`src/rtl/mem_initiator_pkg.sv`:
```
// Shared definitions for the memory requester: transfer size codes, RISC-V load/store
// funct3 codes, FSM states and the load/store legality check.
package mem_initiator_pkg;

  localparam logic [1:0] SZ_BYTE = 2'd0;
  localparam logic [1:0] SZ_HALF = 2'd1;
  localparam logic [1:0] SZ_WORD = 2'd2;

  localparam logic [2:0] F3_B  = 3'b000;
  localparam logic [2:0] F3_H  = 3'b001;
  localparam logic [2:0] F3_W  = 3'b010;
  localparam logic [2:0] F3_BU = 3'b100;
  localparam logic [2:0] F3_HU = 3'b101;

  typedef enum logic [1:0] {
    ST_IDLE,
    ST_ISSUE,
    ST_WAIT,
    ST_RESP
  } state_t;

  // True when a load/store must be trapped before reaching the controller.
  function automatic logic ls_check_fail(input logic we, input logic [2:0] f3,
                                         input logic [1:0] addr_lo);
    logic illegal;
    logic misaligned;
    illegal = (f3 == 3'b011) || (f3 == 3'b110) || (f3 == 3'b111) || (we && f3[2]);
    case (f3[1:0])
      SZ_BYTE: misaligned = 1'b0;
      SZ_HALF: misaligned = addr_lo[0];
      default: misaligned = (addr_lo != 2'b00);
    endcase
    return illegal || misaligned;
  endfunction

endpackage

```
`src/rtl/mem_initiator_if.sv`:
```
// rw_req/data_valid bus between the requester (master) and the memory controller (slave).
interface mem_initiator_if;
  logic [31:0] mem_address;
  logic        mem_rw_req;
  logic        mem_rw;
  logic [31:0] mem_write_data;
  logic [1:0]  mem_size;
  logic [31:0] mem_read_data;
  logic        mem_data_valid;

  modport master (
    output mem_address, mem_rw_req, mem_rw, mem_write_data, mem_size,
    input  mem_read_data, mem_data_valid
  );

  modport slave (
    input  mem_address, mem_rw_req, mem_rw, mem_write_data, mem_size,
    output mem_read_data, mem_data_valid
  );
endinterface

```
`src/rtl/mem_initiator_load_extend.sv`:
```
// Sign/zero extension of LSB-justified controller read data according to RISC-V load funct3.
module mem_initiator_load_extend
  import mem_initiator_pkg::*;
(
  input  logic [2:0]  funct3_i,
  input  logic [31:0] data_i,
  output logic [31:0] data_o
);

  always_comb begin
    data_o = data_i;
    case (funct3_i)
      F3_B:    data_o = {{24{data_i[7]}}, data_i[7:0]};
      F3_H:    data_o = {{16{data_i[15]}}, data_i[15:0]};
      F3_W:    data_o = data_i;
      F3_BU:   data_o = {24'd0, data_i[7:0]};
      F3_HU:   data_o = {16'd0, data_i[15:0]};
      default: data_o = data_i;
    endcase
  end

endmodule

```
`src/rtl/mem_initiator.sv`:
```
// Arbitrates instruction-fetch and load/store requests onto one memory controller,
// trapping bad accesses up front and timing out requests that are never answered.
module mem_initiator
  import mem_initiator_pkg::*;
#(
  parameter int TIMEOUT_CYCLES = 64,
  parameter int TO_W           = 7
) (
  input  logic              clk,
  input  logic              reset,
  input  logic              if_req,
  input  logic [31:0]       if_addr,
  output logic              if_ready,
  output logic [31:0]       if_rdata,
  output logic              if_valid,
  output logic              if_err,
  input  logic              ls_req,
  input  logic              ls_we,
  input  logic [2:0]        ls_funct3,
  input  logic [31:0]       ls_addr,
  input  logic [31:0]       ls_wdata,
  output logic              ls_ready,
  output logic [31:0]       ls_rdata,
  output logic              ls_valid,
  output logic              ls_err,
  mem_initiator_if.master   mem
);

  state_t            state_q, state_d;
  logic              pend_if_q, pend_if_d;
  logic [31:0]       pend_addr_q, pend_addr_d;
  logic              own_ls_q, own_ls_d;
  logic              err_q, err_d;
  logic [2:0]        f3_q, f3_d;
  logic [31:0]       addr_q, addr_d;
  logic              rw_q, rw_d;
  logic [1:0]        size_q, size_d;
  logic [31:0]       wdata_q, wdata_d;
  logic [TO_W-1:0]   cnt_q, cnt_d;
  logic [31:0]       if_rdata_q, if_rdata_d;
  logic [31:0]       ls_rdata_q, ls_rdata_d;

  logic              ls_bad;
  logic [31:0]       fetch_addr;
  logic              fetch_bad;
  logic [31:0]       ext_data;

  assign ls_bad     = ls_check_fail(ls_we, ls_funct3, ls_addr[1:0]);
  assign fetch_addr = pend_if_q ? pend_addr_q : if_addr;
  assign fetch_bad  = |fetch_addr[1:0];

  mem_initiator_load_extend u_ext (
    .funct3_i (f3_q),
    .data_i   (mem.mem_read_data),
    .data_o   (ext_data)
  );

  always_comb begin
    state_d     = state_q;
    pend_if_d   = pend_if_q;
    pend_addr_d = pend_addr_q;
    own_ls_d    = own_ls_q;
    err_d       = err_q;
    f3_d        = f3_q;
    addr_d      = addr_q;
    rw_d        = rw_q;
    size_d      = size_q;
    wdata_d     = wdata_q;
    cnt_d       = cnt_q;
    if_rdata_d  = if_rdata_q;
    ls_rdata_d  = ls_rdata_q;
    case (state_q)
      ST_IDLE: begin
        cnt_d = '0;
        if (ls_req) begin
          own_ls_d = 1'b1;
          f3_d     = ls_funct3;
          err_d    = ls_bad;
          state_d  = ls_bad ? ST_RESP : ST_ISSUE;
          // Bus fields only move when a request will actually be issued.
          if (!ls_bad) begin
            addr_d  = ls_addr;
            rw_d    = ls_we;
            size_d  = ls_funct3[1:0];
            wdata_d = ls_wdata;
          end
          if (if_req && !pend_if_q) begin
            pend_if_d   = 1'b1;
            pend_addr_d = if_addr;
          end
        end else if (pend_if_q || if_req) begin
          own_ls_d  = 1'b0;
          f3_d      = F3_W;
          err_d     = fetch_bad;
          pend_if_d = 1'b0;
          state_d   = fetch_bad ? ST_RESP : ST_ISSUE;
          if (!fetch_bad) begin
            addr_d  = fetch_addr;
            rw_d    = 1'b0;
            size_d  = SZ_WORD;
            wdata_d = '0;
          end
        end
      end
      ST_ISSUE: begin
        cnt_d   = '0;
        state_d = ST_WAIT;
      end
      ST_WAIT: begin
        if (mem.mem_data_valid) begin
          state_d = ST_RESP;
          err_d   = 1'b0;
          if (own_ls_q) ls_rdata_d = rw_q ? 32'd0 : ext_data;
          else          if_rdata_d = mem.mem_read_data;
        end else if (cnt_q == TO_W'(TIMEOUT_CYCLES - 1)) begin
          state_d = ST_RESP;
          err_d   = 1'b1;
        end else begin
          cnt_d = cnt_q + 1'b1;
        end
      end
      ST_RESP: state_d = ST_IDLE;
      default: state_d = ST_IDLE;
    endcase
  end

  always_ff @(posedge clk) begin
    if (!reset) begin
      state_q    <= ST_IDLE;
      pend_if_q  <= 1'b0;
      own_ls_q   <= 1'b0;
      err_q      <= 1'b0;
      addr_q     <= '0;
      rw_q       <= 1'b0;
      size_q     <= '0;
      wdata_q    <= '0;
      cnt_q      <= '0;
      if_rdata_q <= '0;
      ls_rdata_q <= '0;
    end else begin
      state_q    <= state_d;
      pend_if_q  <= pend_if_d;
      own_ls_q   <= own_ls_d;
      err_q      <= err_d;
      addr_q     <= addr_d;
      rw_q       <= rw_d;
      size_q     <= size_d;
      wdata_q    <= wdata_d;
      cnt_q      <= cnt_d;
      if_rdata_q <= if_rdata_d;
      ls_rdata_q <= ls_rdata_d;
    end
  end

  // Side data qualified by pend_if_q / state, so it needs no reset.
  always_ff @(posedge clk) begin
    pend_addr_q <= pend_addr_d;
    f3_q        <= f3_d;
  end

  assign if_ready = (state_q == ST_IDLE) && !pend_if_q;
  assign ls_ready = (state_q == ST_IDLE);
  assign if_valid = (state_q == ST_RESP) && !own_ls_q && !err_q;
  assign if_err   = (state_q == ST_RESP) && !own_ls_q &&  err_q;
  assign ls_valid = (state_q == ST_RESP) &&  own_ls_q && !err_q;
  assign ls_err   = (state_q == ST_RESP) &&  own_ls_q &&  err_q;
  assign if_rdata = if_rdata_q;
  assign ls_rdata = ls_rdata_q;

  assign mem.mem_rw_req     = (state_q == ST_ISSUE);
  assign mem.mem_address    = addr_q;
  assign mem.mem_rw         = rw_q;
  assign mem.mem_size       = size_q;
  assign mem.mem_write_data = wdata_q;

endmodule

```
`src/flat_wrapper.sv`:
```
// flat-port wrapper written by rule: the top's interface ports become plain ports
module mem_initiator_flat import mem_initiator_pkg::*;
#(
  parameter int TIMEOUT_CYCLES = 64,
  parameter int TO_W           = 7
)
  (clk, reset, if_req, if_addr, if_ready, if_rdata, if_valid, if_err, ls_req, ls_we, ls_funct3, ls_addr, ls_wdata, ls_ready, ls_rdata, ls_valid, ls_err, mem_mem_address, mem_mem_rw_req, mem_mem_rw, mem_mem_write_data, mem_mem_size, mem_mem_read_data, mem_mem_data_valid);
  mem_initiator_if mem_i ();
  input  logic clk;
  input  logic reset;
  input  logic if_req;
  input  logic [31:0] if_addr;
  output logic if_ready;
  output logic [31:0] if_rdata;
  output logic if_valid;
  output logic if_err;
  input  logic ls_req;
  input  logic ls_we;
  input  logic [2:0] ls_funct3;
  input  logic [31:0] ls_addr;
  input  logic [31:0] ls_wdata;
  output logic ls_ready;
  output logic [31:0] ls_rdata;
  output logic ls_valid;
  output logic ls_err;
  output wire logic [$bits(mem_i.mem_address)-1:0] mem_mem_address;
  output wire logic [$bits(mem_i.mem_rw_req)-1:0] mem_mem_rw_req;
  output wire logic [$bits(mem_i.mem_rw)-1:0] mem_mem_rw;
  output wire logic [$bits(mem_i.mem_write_data)-1:0] mem_mem_write_data;
  output wire logic [$bits(mem_i.mem_size)-1:0] mem_mem_size;
  input wire logic [$bits(mem_i.mem_read_data)-1:0] mem_mem_read_data;
  input wire logic [$bits(mem_i.mem_data_valid)-1:0] mem_mem_data_valid;
  assign mem_mem_address = mem_i.mem_address;
  assign mem_mem_rw_req = mem_i.mem_rw_req;
  assign mem_mem_rw = mem_i.mem_rw;
  assign mem_mem_write_data = mem_i.mem_write_data;
  assign mem_mem_size = mem_i.mem_size;
  assign mem_i.mem_read_data = mem_mem_read_data;
  assign mem_i.mem_data_valid = mem_mem_data_valid;
  mem_initiator #(.TIMEOUT_CYCLES(TIMEOUT_CYCLES), .TO_W(TO_W)) u_core (.clk(clk), .reset(reset), .if_req(if_req), .if_addr(if_addr), .if_ready(if_ready), .if_rdata(if_rdata), .if_valid(if_valid), .if_err(if_err), .ls_req(ls_req), .ls_we(ls_we), .ls_funct3(ls_funct3), .ls_addr(ls_addr), .ls_wdata(ls_wdata), .ls_ready(ls_ready), .ls_rdata(ls_rdata), .ls_valid(ls_valid), .ls_err(ls_err), .mem(mem_i));
endmodule
```
`config.mk`:
```
export PLATFORM = sky130hd
export DESIGN_NAME = mem_initiator_flat
export DESIGN_NICKNAME = d
export VERILOG_FILES = /design/src/rtl/mem_initiator_pkg.sv /design/src/rtl/mem_initiator_if.sv /design/src/rtl/mem_initiator_load_extend.sv /design/src/rtl/mem_initiator.sv /design/src/flat_wrapper.sv
export SDC_FILE = /design/constraint.sdc
export NUM_CORES = 1
export LEC_CHECK = 0
export ABC_AREA = 0
export CAP_MARGIN = 10
export CORE_ASPECT_RATIO = 0.8
export CORE_MARGIN = 3
export CORE_UTILIZATION = 45
export CTS_CLUSTER_DIAMETER = 50
export CTS_CLUSTER_SIZE = 24
export DETAILED_ROUTE_END_ITERATION = 16
export GPL_ROUTABILITY_DRIVEN = 1
export PLACE_DENSITY_LB_ADDON = 0.05
export SLEW_MARGIN = 40
export SYNTH_ARGS = -nofsm -noshare
export SYNTH_HDL_FRONTEND = slang
export SYNTH_HIERARCHICAL = 1
export SYNTH_SLANG_ARGS = --single-unit
```
`constraint.sdc`:
```
create_clock -name clk -period 6.5 [get_ports clk]
set_input_delay 1.3 -clock clk [delete_from_list [all_inputs] [get_ports clk]]
set_output_delay 1.3 -clock clk [all_outputs]
set_load 0.01 [all_outputs]
```
==> summary.md <==
| Metric | Value |
|---|---|
| Die height | `121 um` |
| Psw | `0.000968 W` |
| Pint | `0.00228 W` |
| Worst-path clk slew | `70 ps` |
| Mapped Cells | `810` |
| GRT met3 Usage | `0.0866` |
| Fin area | `0.0107 mm2` |
| FP Rows | `41` |
| Combinational share of power | `0.265` |
| Clock Tree Root | `clkbuf_16` |
| Min cycle time layout | `3740 ps` |
| Non-Filler Instances | `1263` |
| Power share of the clock group | `0.318` |
| Register area | `0.00392 mm2` |
| Cell area after placement | `0.0101 mm2` |
| Peak supply drop | `0.195 mV` |
| H-tree lvl count | `4` |
| Final Hold Fails | `0` |
| DRT antenna net count | `0` |
| Setup TNS | `0 ps` |
| Main combinational cell family by area after synthesis | `simple AND/OR/NAND/NOR gates` |
| Reg2Reg Capture Point | `u_core/mem.mem_address[1]$_SDFFE_PN0P_` |
| Most used routing layer | `met2` |
| Max Buffers Root-to-Sink | `2` |
| Worst Skew | `9.74 ps` |
| Final setup violation count | `0` |
| Most frequent cells in the layout | `clkdlybuf4s50_1 (272), nand2_1 (156), dfxtp_1 (142)` |
| EDFF count, synth | `35` |
| Post-CTS sizing | `0` |
| R2R depth | `6` |
| Syn Nets | `953` |
| Final WL | `21400 um` |
| RSZ-0062 raised after global routing | `no` |
| Core Area | `0.0160 mm2` |
| Grt ovf | `0` |
| Async SR Flop Fraction | `0` |
| Met2 Use GR | `0.354` |
| Total leakage power | `3.80 nW` |
| Post-Syn Area | `0.00747 mm2` |
| Layout area overhead | `43.8%` |
| Critical Path RT | `6850 ps` |
| Setup ws final | `2760 ps` |
| Crit Path Class | `input pin to flip-flop` |
| Post-synthesis compound-gate area fraction | `0.169` |
| I/O pin count | `275` |
| Drt drc | `0` |
| Netlist cell types | `54` |
| TritonCTS buffer count | `17` |
| Min-Delay Path Class | `flip-flop to flip-flop` |
| Hold_sp | `u_core/mem.mem_address[15]$_SDFFE_PN0P_` |
| Slew margin rel. | `0.468` |
| DRT iter0 DRCs | `461` |
| First-pass iteration count of the detailed router | `5` |
| Die footprint | `0.0182 mm2` |
| Number of cells on the worst hold path | `2` |
| Met1 global-route usage | `0.301` |
| WP buf/inv | `3` |
| Post-synth top flop | `dfxtp_1` |
| Vias in the first global route | `6265` |
| Worst reg2reg setup slack | `3220 ps` |
| Setup Slack @ Placement | `2210 ps` |
| Setup crit end kind | `flip-flop` |
| Initial Utilization | `0.467` |
| Simple-gate portion of the synthesized area | `0.188` |
| # fillers | `1387` |
| Sequential power share | `0.417` |
| Worst Path Max Fanout | `18` |
| Mean post-synth cell area | `9.22 um2` |
| Startpoint Class | `input pin` |
| Dpl hpwl | `14800 um` |
| Proportion of synthesized area in mux cells | `0.0447` |
| Cells after DPL | `1229` |
| Slew Limit Fails | `0` |
| Sequential area share after synthesis | `0.524` |
| XOR/XNOR share of the synthesized area | `0.00352` |
| Pwr dens | `303 mW/mm2` |
| GRT Total Usage | `0.231` |
| Largest net degree at the start of global routing | `74` |
| Worst path max stage delay | `590 ps` |
| Worst r2r src | `u_core/pend_if_q$_SDFFE_PN0P_` |
| Share of post-route cells with drive strength above 1 | `0.0534` |
| Postcts setup bufs | `0` |
| Initial antenna violation count | `0` |
| Worst-Margin Slew | `783 ps` |
| Most common cell after layout, fill and taps aside | `clkdlybuf4s50_1` |
| Switching Fraction | `0.298` |
| CTS tree | `yes` |
| Min-Delay Endpoint | `u_core/mem.mem_address[15]$_SDFFE_PN0P_` |
| Vias | `6638` |
| Area of the multi-input gates | `0.00310 mm2` |
| Max-capacitance violation count | `0` |
| Clk_lat worst skew | `430 ps` |
| Yosys reg bits | `178` |
| Crit path DAT | `4090 ps` |
| Critical path's top delay family | `buffers and inverters` |
| Adder-Cell Fraction of Synth Area | `0.0100` |
| Antenna diodes | `0` |
| Status | `complete, no violations` |
| Worst path cell trace | `clkdlybuf4s50_1 > o41a_1 > a21oi_4 > buf_8 > and2_1 > buf_4 > mux2i_1` |
| Cts hold-fix bufs | `0` |
| Vias per cell | `5.26` |
| Max Freq | `0.268 GHz` |
| First-pass GRT wire length | `33100 um` |
| Period Utilization, post-route | `0.575` |
| Ys Warns | `6` |
| Die Wd | `150 um` |
| DR WL/cell | `17.0 um` |
| Routability cong. | `0.783` |
| Slowest cell on the critical path | `and2_1` |
| Clock sinks | `178` |
| Layout net count | `1178` |
| Buffers on Ports | `274` |
[cell usage after synthesis, types with 2 or more instances]
master	n	area [um2]
nor2_1	41	154
or3b_1	2	17.5
nand3_1	5	25.0
buf_1	2	7.51
a211oi_1	3	22.5
and3_1	4	25.0
inv_1	5	18.8
buf_6	2	22.5
inv_2	2	7.51
o21ai_0	58	290
nand4_1	31	194
buf_12	4	80.1
a22o_1	34	298
a21oi_1	71	355
or2_1	2	12.5
dfxtp_1	143	2860
o211ai_1	2	15.0
edfxtp_1	35	1050
o21ai_1	31	155
or3_1	4	25.0
and2_1	4	25.0
nand2_1	156	586
buf_4	12	90.1
clkbuf_1	48	180
buf_2	10	50.1
mux2i_1	32	320
ha_1	6	75.1
xor2_1	3	26.3
nor3b_1	33	248
[registers in the layout, summed over array words and instances, names as in the netlist, 2 cells and up]
register / cells
u_core/f3_q: 3
u_core/pend_addr_q: 32
u_core/if_rdata: 32
u_core/mem.mem_size: 2
u_core/mem.mem_address: 32
u_core/cnt_q: 7
u_core/ls_rdata: 32
u_core/mem.mem_write_data: 32
u_core/state_q: 2
[cell type report]
cell class / instances / area share
flip-flops and latches: 178 / 0.364
clock inverters: 11 / 0.0116
inverters: 7 / 0.00245
clock buffers: 21 / 0.0439
repair buffers: 285 / 0.264
well taps: 215 / 0.0250
multi-input cells: 546 / 0.289
[through the flow]
stage | utilization | power, W | hold slack, ps
6_report | 0.671 | 0.00325 | 446
5_1_grt | 0.671 | 0.00341 | 463
4_1_cts | 0.669 | 0.00326 | 450
3_5_place_dp | 0.632 | 0.00223 | 441
3_3_place_gp | 0.632 | 0.00222 | 436
2_1_floorplan | - | 0.00185 | 446
[cell families (layout without fill, tap and decap cells)]
family,Yosys count,after routing
muxes,33,33
DFF,178,178
AOI/OAI and AO/OA,211,211
buffers and inverters,86,324
xor gates and xnor gates,3,3
adders and majority gates,6,6
and+or+nand+nor,293,293
[worst max-delay path by stage]
stage | start | endpoint | slack [ps] | depth (start not counted)
2_1_floorplan | ls_req | u_core/pend_addr_q[0]$_DFFE_PP_ | 3440 | 3
3_3_place_gp | ls_req | u_core/mem.mem_size[1]$_SDFFE_PN0P_ | 2190 | 6
3_5_place_dp | ls_funct3[0] | u_core/mem.mem_address[1]$_SDFFE_PN0P_ | 2210 | 6
4_1_cts | ls_funct3[0] | u_core/mem.mem_address[1]$_SDFFE_PN0P_ | 2660 | 6
5_1_grt | ls_funct3[0] | u_core/mem.mem_size[1]$_SDFFE_PN0P_ | 2610 | 7
6_report | ls_addr[0] | u_core/mem.mem_address[1]$_SDFFE_PN0P_ | 2760 | 7
[metal layers]
layer | vias up | part of all wire
met5 | - | 0
met4 | 0 | 0.017
met3 | 26 | 0.091
met2 | 253 | 0.46
met1 | 3069 | 0.43
li1 | 3290 | -
[tightest hold or removal path, stage by stage (launching register included)]
cell	delay (ps)
dfxtp_1	310
nand2_1	50
o21ai_1	50
[power by group through the flow]
stage	clock network, W	logic, W	registers [W]
floorplan	0	0.000465	0.00138
global placement	0	0.000841	0.00138
detailed placement	0	0.000847	0.00138
CTS	0.00105	0.000849	0.00136
global route	0.00110	0.000945	0.00137
finish	0.00103	0.000863	0.00135
No activity file was read; power rests on OpenSTA's default activity.
